$ cat src/rtl/sal_axi_wr_frontend.sv
// AXI write-slave front-end: accepts one AW burst at a time, turns each W beat into a
// scheduler write request, and returns a single B response when the beat count completes.
module sal_axi_wr_frontend #(
    parameter int ADDR_W = 32,
    parameter int DATA_W = 128,
    parameter int ID_W   = 4,
    parameter int LEN_W  = 4
) (
    input  logic                clk,
    input  logic                rst_n,
    input  logic                i_avalid,
    output logic                o_aready,
    input  logic [ID_W-1:0]     i_aid,
    input  logic [ADDR_W-1:0]   i_aaddr,
    input  logic [LEN_W-1:0]    i_alen,
    input  logic [2:0]          i_asize,
    input  logic [1:0]          i_aburst,
    input  logic                i_wvalid,
    output logic                o_wready,
    input  logic [ID_W-1:0]     i_wid,
    input  logic [DATA_W-1:0]   i_wdata,
    input  logic [DATA_W/8-1:0] i_wstrb,
    input  logic                i_wlast,
    output logic                o_bvalid,
    input  logic                i_bready,
    output logic [ID_W-1:0]     o_bid,
    output logic [1:0]          o_bresp,
    output logic                o_req_valid,
    input  logic                i_req_ready,
    output logic [ADDR_W-1:0]   o_req_addr,
    output logic [DATA_W-1:0]   o_req_data,
    output logic [DATA_W/8-1:0] o_req_strb,
    output logic [ID_W-1:0]     o_req_id,
    output logic                o_req_last
);

    typedef enum logic [1:0] {INIT, IDLE, DATA, RESP} state_t;

    localparam logic [2:0] MAX_SIZE = 3'($clog2(DATA_W/8));
    localparam logic [1:0] BURST_FIXED = 2'd0;
    localparam logic [1:0] BURST_INCR  = 2'd1;

    state_t              r_state, w_next;
    logic [ID_W-1:0]     r_id;
    logic [ADDR_W-1:0]   r_addr;
    logic [LEN_W-1:0]    r_len;
    logic [2:0]          r_size;
    logic [1:0]          r_burst;
    logic [LEN_W-1:0]    r_beatCnt;
    logic                r_err;
    logic                r_drain;

    logic                w_awHs;
    logic                w_wHs;
    logic                w_lastBeat;
    logic                w_awBad;
    logic [ADDR_W-1:0]   w_beatBytes;
    logic [ADDR_W-1:0]   w_nextAddr;

    assign w_awHs      = i_avalid && o_aready;
    assign w_wHs       = i_wvalid && o_wready;
    assign w_lastBeat  = (r_beatCnt == r_len);
    assign w_awBad     = !(i_aburst == BURST_FIXED || i_aburst == BURST_INCR) || (i_asize > MAX_SIZE);
    assign w_beatBytes = {{(ADDR_W-1){1'b0}}, 1'b1} << r_size;
    assign w_nextAddr  = (r_burst == BURST_INCR) ? ((r_addr & ~(w_beatBytes - 1'b1)) + w_beatBytes) : r_addr;

    always_ff @(posedge clk or negedge rst_n) begin
        if (!rst_n) begin
            r_state <= INIT;
        end else begin
            r_state <= w_next;
        end
    end

    // Next state plus all handshake outputs; a drained (error) burst swallows W without issuing.
    always_comb begin
        w_next      = r_state;
        o_aready    = 1'b0;
        o_wready    = 1'b0;
        o_bvalid    = 1'b0;
        o_req_valid = 1'b0;
        case (r_state)
            INIT: w_next = IDLE;
            IDLE: begin
                o_aready = 1'b1;
                if (i_avalid) w_next = DATA;
            end
            DATA: begin
                o_wready    = r_drain ? 1'b1 : i_req_ready;
                o_req_valid = !r_drain && i_wvalid;
                if (w_wHs && w_lastBeat) w_next = RESP;
            end
            RESP: begin
                o_bvalid = 1'b1;
                if (i_bready) w_next = IDLE;
            end
            default: w_next = INIT;
        endcase
    end

    always_ff @(posedge clk or negedge rst_n) begin
        if (!rst_n) begin
            r_id      <= '0;
            r_addr    <= '0;
            r_len     <= '0;
            r_size    <= '0;
            r_burst   <= '0;
            r_beatCnt <= '0;
            r_err     <= 1'b0;
            r_drain   <= 1'b0;
        end else if (w_awHs) begin
            r_id      <= i_aid;
            r_addr    <= i_aaddr;
            r_len     <= i_alen;
            r_size    <= i_asize;
            r_burst   <= i_aburst;
            r_beatCnt <= '0;
            r_err     <= w_awBad;
            r_drain   <= w_awBad;
        end else if (w_wHs) begin
            r_beatCnt <= r_beatCnt + 1'b1;
            r_addr    <= w_nextAddr;
            // Protocol slips on a good burst only poison the response; the beat is still issued.
            if (!r_drain && (i_wid != r_id || i_wlast != w_lastBeat)) r_err <= 1'b1;
        end
    end

    assign o_bid      = (r_state == RESP) ? r_id : '0;
    assign o_bresp    = (r_state == RESP && r_err) ? 2'd2 : 2'd0;
    assign o_req_addr = r_addr;
    assign o_req_data = i_wdata;
    assign o_req_strb = i_wstrb;
    assign o_req_id   = r_id;
    assign o_req_last = w_lastBeat;

endmodule

$ cat config.mk
export PLATFORM = sky130hd
export DESIGN_NAME = sal_axi_wr_frontend
export DESIGN_NICKNAME = d
export VERILOG_FILES = /design/src/rtl/sal_axi_wr_frontend.sv
export SDC_FILE = /design/constraint.sdc
export NUM_CORES = 1
export LEC_CHECK = 0
export BUFFER_PORTS_ARGS = -buffer_cell sky130_fd_sc_hd__buf_2
export CAP_MARGIN = 20
export CORE_AREA = 8 8 144 146
export CTS_CLUSTER_SIZE = 24
export DETAILED_ROUTE_END_ITERATION = 10
export DIE_AREA = 0 0 152 154
export HOLD_SLACK_MARGIN = 0.12
export PLACE_DENSITY = 0.6
export REMOVE_ABC_BUFFERS = 1
export SYNTH_ARGS = -nofsm -noshare
export SYNTH_HDL_FRONTEND = slang
export SYNTH_SLANG_ARGS = --single-unit
$ cat constraint.sdc
create_clock -name clk -period 5.9 [get_ports clk]
set_input_delay 0.59 -clock clk [delete_from_list [all_inputs] [get_ports clk]]
set_output_delay 0.59 -clock clk [all_outputs]
set_load 0.005 [all_outputs]
==> impl_metrics.ini <==
[outcome]
status = finished clean

[yosys]
ys_warn_count = 0
synth_top_flop_cell = dfrtp_1
syn-cell-area_um2 = 4960
ys_types = 71
ys_seq_elements = 53
synth-edff-count = 0
synth_area_per_cell_um2 = 8.10
ys_seq_area_frac = 0.268
ys_async_sr_fraction = 1.00
synth_fa_ha_area_frac = 0.0252
synth_compound_area_frac = 0.164
synth_top_family_by_area = buffers and inverters
synthCells = 612
synthSimpleGateAreaFrac = 0.223
synth_mux_area_frac = 0.0144
synth-xor-area-share = 0.0530

[timing]
slew_violations = 0
relSlewSlack = 0.303
setup_viol = 0
skew_ns = 0.0112
setup_tns_ns = 0
worst_slew_pin_slew_ns = 1.04
min_period_over_period = 0.642
hold_viol_final = 0
fin_crit_ns = 3.79
fmax_mhz = 264
rsz0062_at_grt = no

[floorplanning]
coreArea_um2 = 18500
chipHeight_um = 154
dieArea_um2 = 23400
start_util = 0.269
top_level_ports = 391
num_rows = 50
dieWidth_um = 152

[power_and_ir_drop]
power.internal_w = 0.00120
p_leak_nw = 2.04
switching_power_w = 0.00111
p_sw_frac = 0.479
seq_power_share = 0.346
p_per_area_nw_per_um2 = 486
clkPwrFrac = 0.152
combPwrFrac = 0.502
peakVddDrop_mv = 0.168

[layout]
finalCoreUtilization = 0.258
area_growth_pct = -4.11
layout-drive-gt1-share = 0.241
nNetsFinal = 766
antenna_cells = 0

[worst_setup_path]
worst-path-buf-inv = 1
crit_type = reg -> reg
crit_required_ns = 6.12
path_max_fanout = 18
cp-end-kind = register
start_kind = register
crit_family = compound AO/OA/AOI/OAI gates
cp.arrival_ns = 4.01
crit_chain = nand2_1 -> nor2_1 -> inv_1 -> ha_1 -> and2_1 -> ha_1 -> a41oi_1 -> o311a_1 -> nor2_1 -> a41o_1 -> o21ai_0
critPathMaxStageDelay_ns = 0.80
critPathSlowestCell = dfrtp_1

[drt]
post_drt_wl_per_cell_um = 50.3
drt-vias-per-instance = 5.53
firstDrtPassIters = 5
met3WireLength_um = 9740
maxUsedRoutingLayer = met5
vias = 4372
routed_wl_um = 39800
drcViolationCount = 0
wl_met1_um = 8660
drt_iter0_drc = 379
dr_wl_met2_um = 17800
ant_nets = 0

[clock_tree]
cts-buffers-inserted = 5
cts_resized = 0
clock_path_buffers = 2
cts_max_level = 2
cts_root_buffer = clkbuf_16
tritoncts = built
hold_buffers = 0
post_cts_buffers = 0
clock_latency_ns = 0.31
clkSlewWorstSetupHoldPaths_ns = 0.08
cts.sinks = 53

[min_path]
worst_hold_path_type = in -> async

[global_route]
grt_pass1_wl_um = 49500
grt_max_degree = 54
antenna_found_initial = 0
gr-total-overflow = 0
grt_use_total = 0.328
grt_pass1_vias = 4092

[placed_design]
hpwl_um = 35800
gp_congestion = 1.17
numPortBuffers = 101

[run]
maxCapViolations = 0
## cell families (layout without fill, tap and decap cells)
group / after synthesis / after routing
buffers and inverters: 180 / 125
adders and majority gates: 10 / 10
xor gates and xnor gates: 30 / 30
DFF: 53 / 53
AOI/OAI and AO/OA: 114 / 114
other: 1 / 1
muxes: 7 / 7
and+or+nand+nor: 217 / 217
## synthesized netlist by cell type, drive strengths merged (2+ instances only)
library cell | n | share of area
a2111oi | 2 | 0.0073
a211oi | 7 | 0.011
a21boi | 2 | 0.0030
a21oi | 20 | 0.020
a311oi | 3 | 0.0053
a31oi | 8 | 0.010
a41oi | 4 | 0.0071
and2 | 11 | 0.014
and3 | 10 | 0.013
and4 | 2 | 0.0035
buf | 155 | 0.23
clkbuf | 14 | 0.011
dfrtp | 53 | 0.27
ha | 10 | 0.025
inv | 11 | 0.0083
mux2i | 6 | 0.012
nand2 | 91 | 0.069
nand2b | 5 | 0.0063
nand3 | 14 | 0.014
nand3b | 2 | 0.0030
nand4 | 12 | 0.018
nor2 | 38 | 0.031
nor2b | 3 | 0.0038
nor3 | 9 | 0.0091
nor3b | 5 | 0.0096
nor4 | 6 | 0.015
o211ai | 2 | 0.0040
o21a | 6 | 0.0091
o21ai | 36 | 0.037
o221ai | 3 | 0.0053
o22ai | 3 | 0.0038
o311ai | 4 | 0.011
o31ai | 2 | 0.0058
or3 | 4 | 0.0050
xnor2 | 19 | 0.034
xor2 | 11 | 0.019
## flip-flops by register name (all words and copies together) (netlist names)
register,count
r_beatCnt,4
o_req_id,4
r_burst,2
r_size,3
o_req_addr,32
r_state,2
r_drain,1
r_len,4
r_err,1
## routing by layer
metal | vias to the layer above | GRT usage
li1 | 1857 | -
met1 | 1964 | 0.203
met5 | - | 0.104
met2 | 455 | 0.513
met4 | 10 | 0.238
met3 | 86 | 0.379
## cell usage in the layout (no fill, tap or decap), types with 4 or more instances in the layout
cell,count
buf_2,101
nand2_1,91
dfrtp_1,53
nor2_1,36
o21ai_0,31
a21oi_1,20
xnor2_1,19
nand3_1,14
xor2_1,11
nand4_1,11
and2_1,10
and3_1,10
ha_1,10
inv_1,9
nor3_1,9
a31oi_1,8
a211oi_1,7
o21a_1,6
mux2i_1,6
nand2b_1,5
clkbuf_16,5
buf_4,5
or3_1,4
a41oi_1,4
o21ai_1,4
## metrics by stage
step | hold WS [ns] | std cells | power, W | instance area, um^2 | worst slack, ns
4_1_cts | 0.470 | 791 | 0.00231 | 4750 | 2.15
5_1_grt | 0.478 | 791 | 0.00249 | 4750 | 1.84
6_report | 0.438 | 791 | 0.00231 | 4750 | 2.11
3_3_place_gp | 0.481 | 783 | 0.00194 | 4590 | 2.31
3_5_place_dp | 0.491 | 783 | 0.00195 | 4590 | 2.18
2_1_floorplan | 0.294 | 443 | 0.00147 | 3750 | 2.67
## power by group through the flow
stage | clock [W] | combinational (W) | sequential (W)
floorplan | 0 | 0.000740 | 0.000734
global placement | 0 | 0.00115 | 0.000792
detailed placement | 0 | 0.00116 | 0.000792
CTS | 0.000359 | 0.00116 | 0.000788
global route | 0.000372 | 0.00129 | 0.000825
finish | 0.000351 | 0.00116 | 0.000798
## path summary, 6_finish.rpt
check / from / endpoint / slack [ns] / depth (start not counted)
min reg2reg: r_len[2] / r_len[2] / 0.51 / 2
max in group asynchronous: rst_n / r_len[3] / 4.95 / 2
max reg2reg: r_size[0] / o_req_addr[14] / 2.11 / 11
min: rst_n / o_req_addr[22] / 0.44 / 2
min in group clk: i_aid[0] / o_req_id[0] / 0.47 / 3
max: r_size[0] / o_req_addr[14] / 2.11 / 11
## area by class of cell
class	instances	area (um^2)
clock buffer	6	129
multi-input combinational	379	2380
fill	2055	13700
inverter	11	41.3
timing repair buffer	106	543
tap	234	293
sequential	53	1330
clock inverter	2	38.8
## worst register-to-register path: cells and delay by family, from the launching register on
| family | cells | cell delay (ns) |
|---|---|---|
| flip-flops | 1 | 0.80 |
| adder cells (fa/ha/maj) | 2 | 0.63 |
| buffers and inverters | 1 | 0.06 |
| AND/OR/NAND/NOR | 4 | 0.74 |
| AO/OA/AOI/OAI | 4 | 1.49 |
Power figures use the tool's default switching activity.
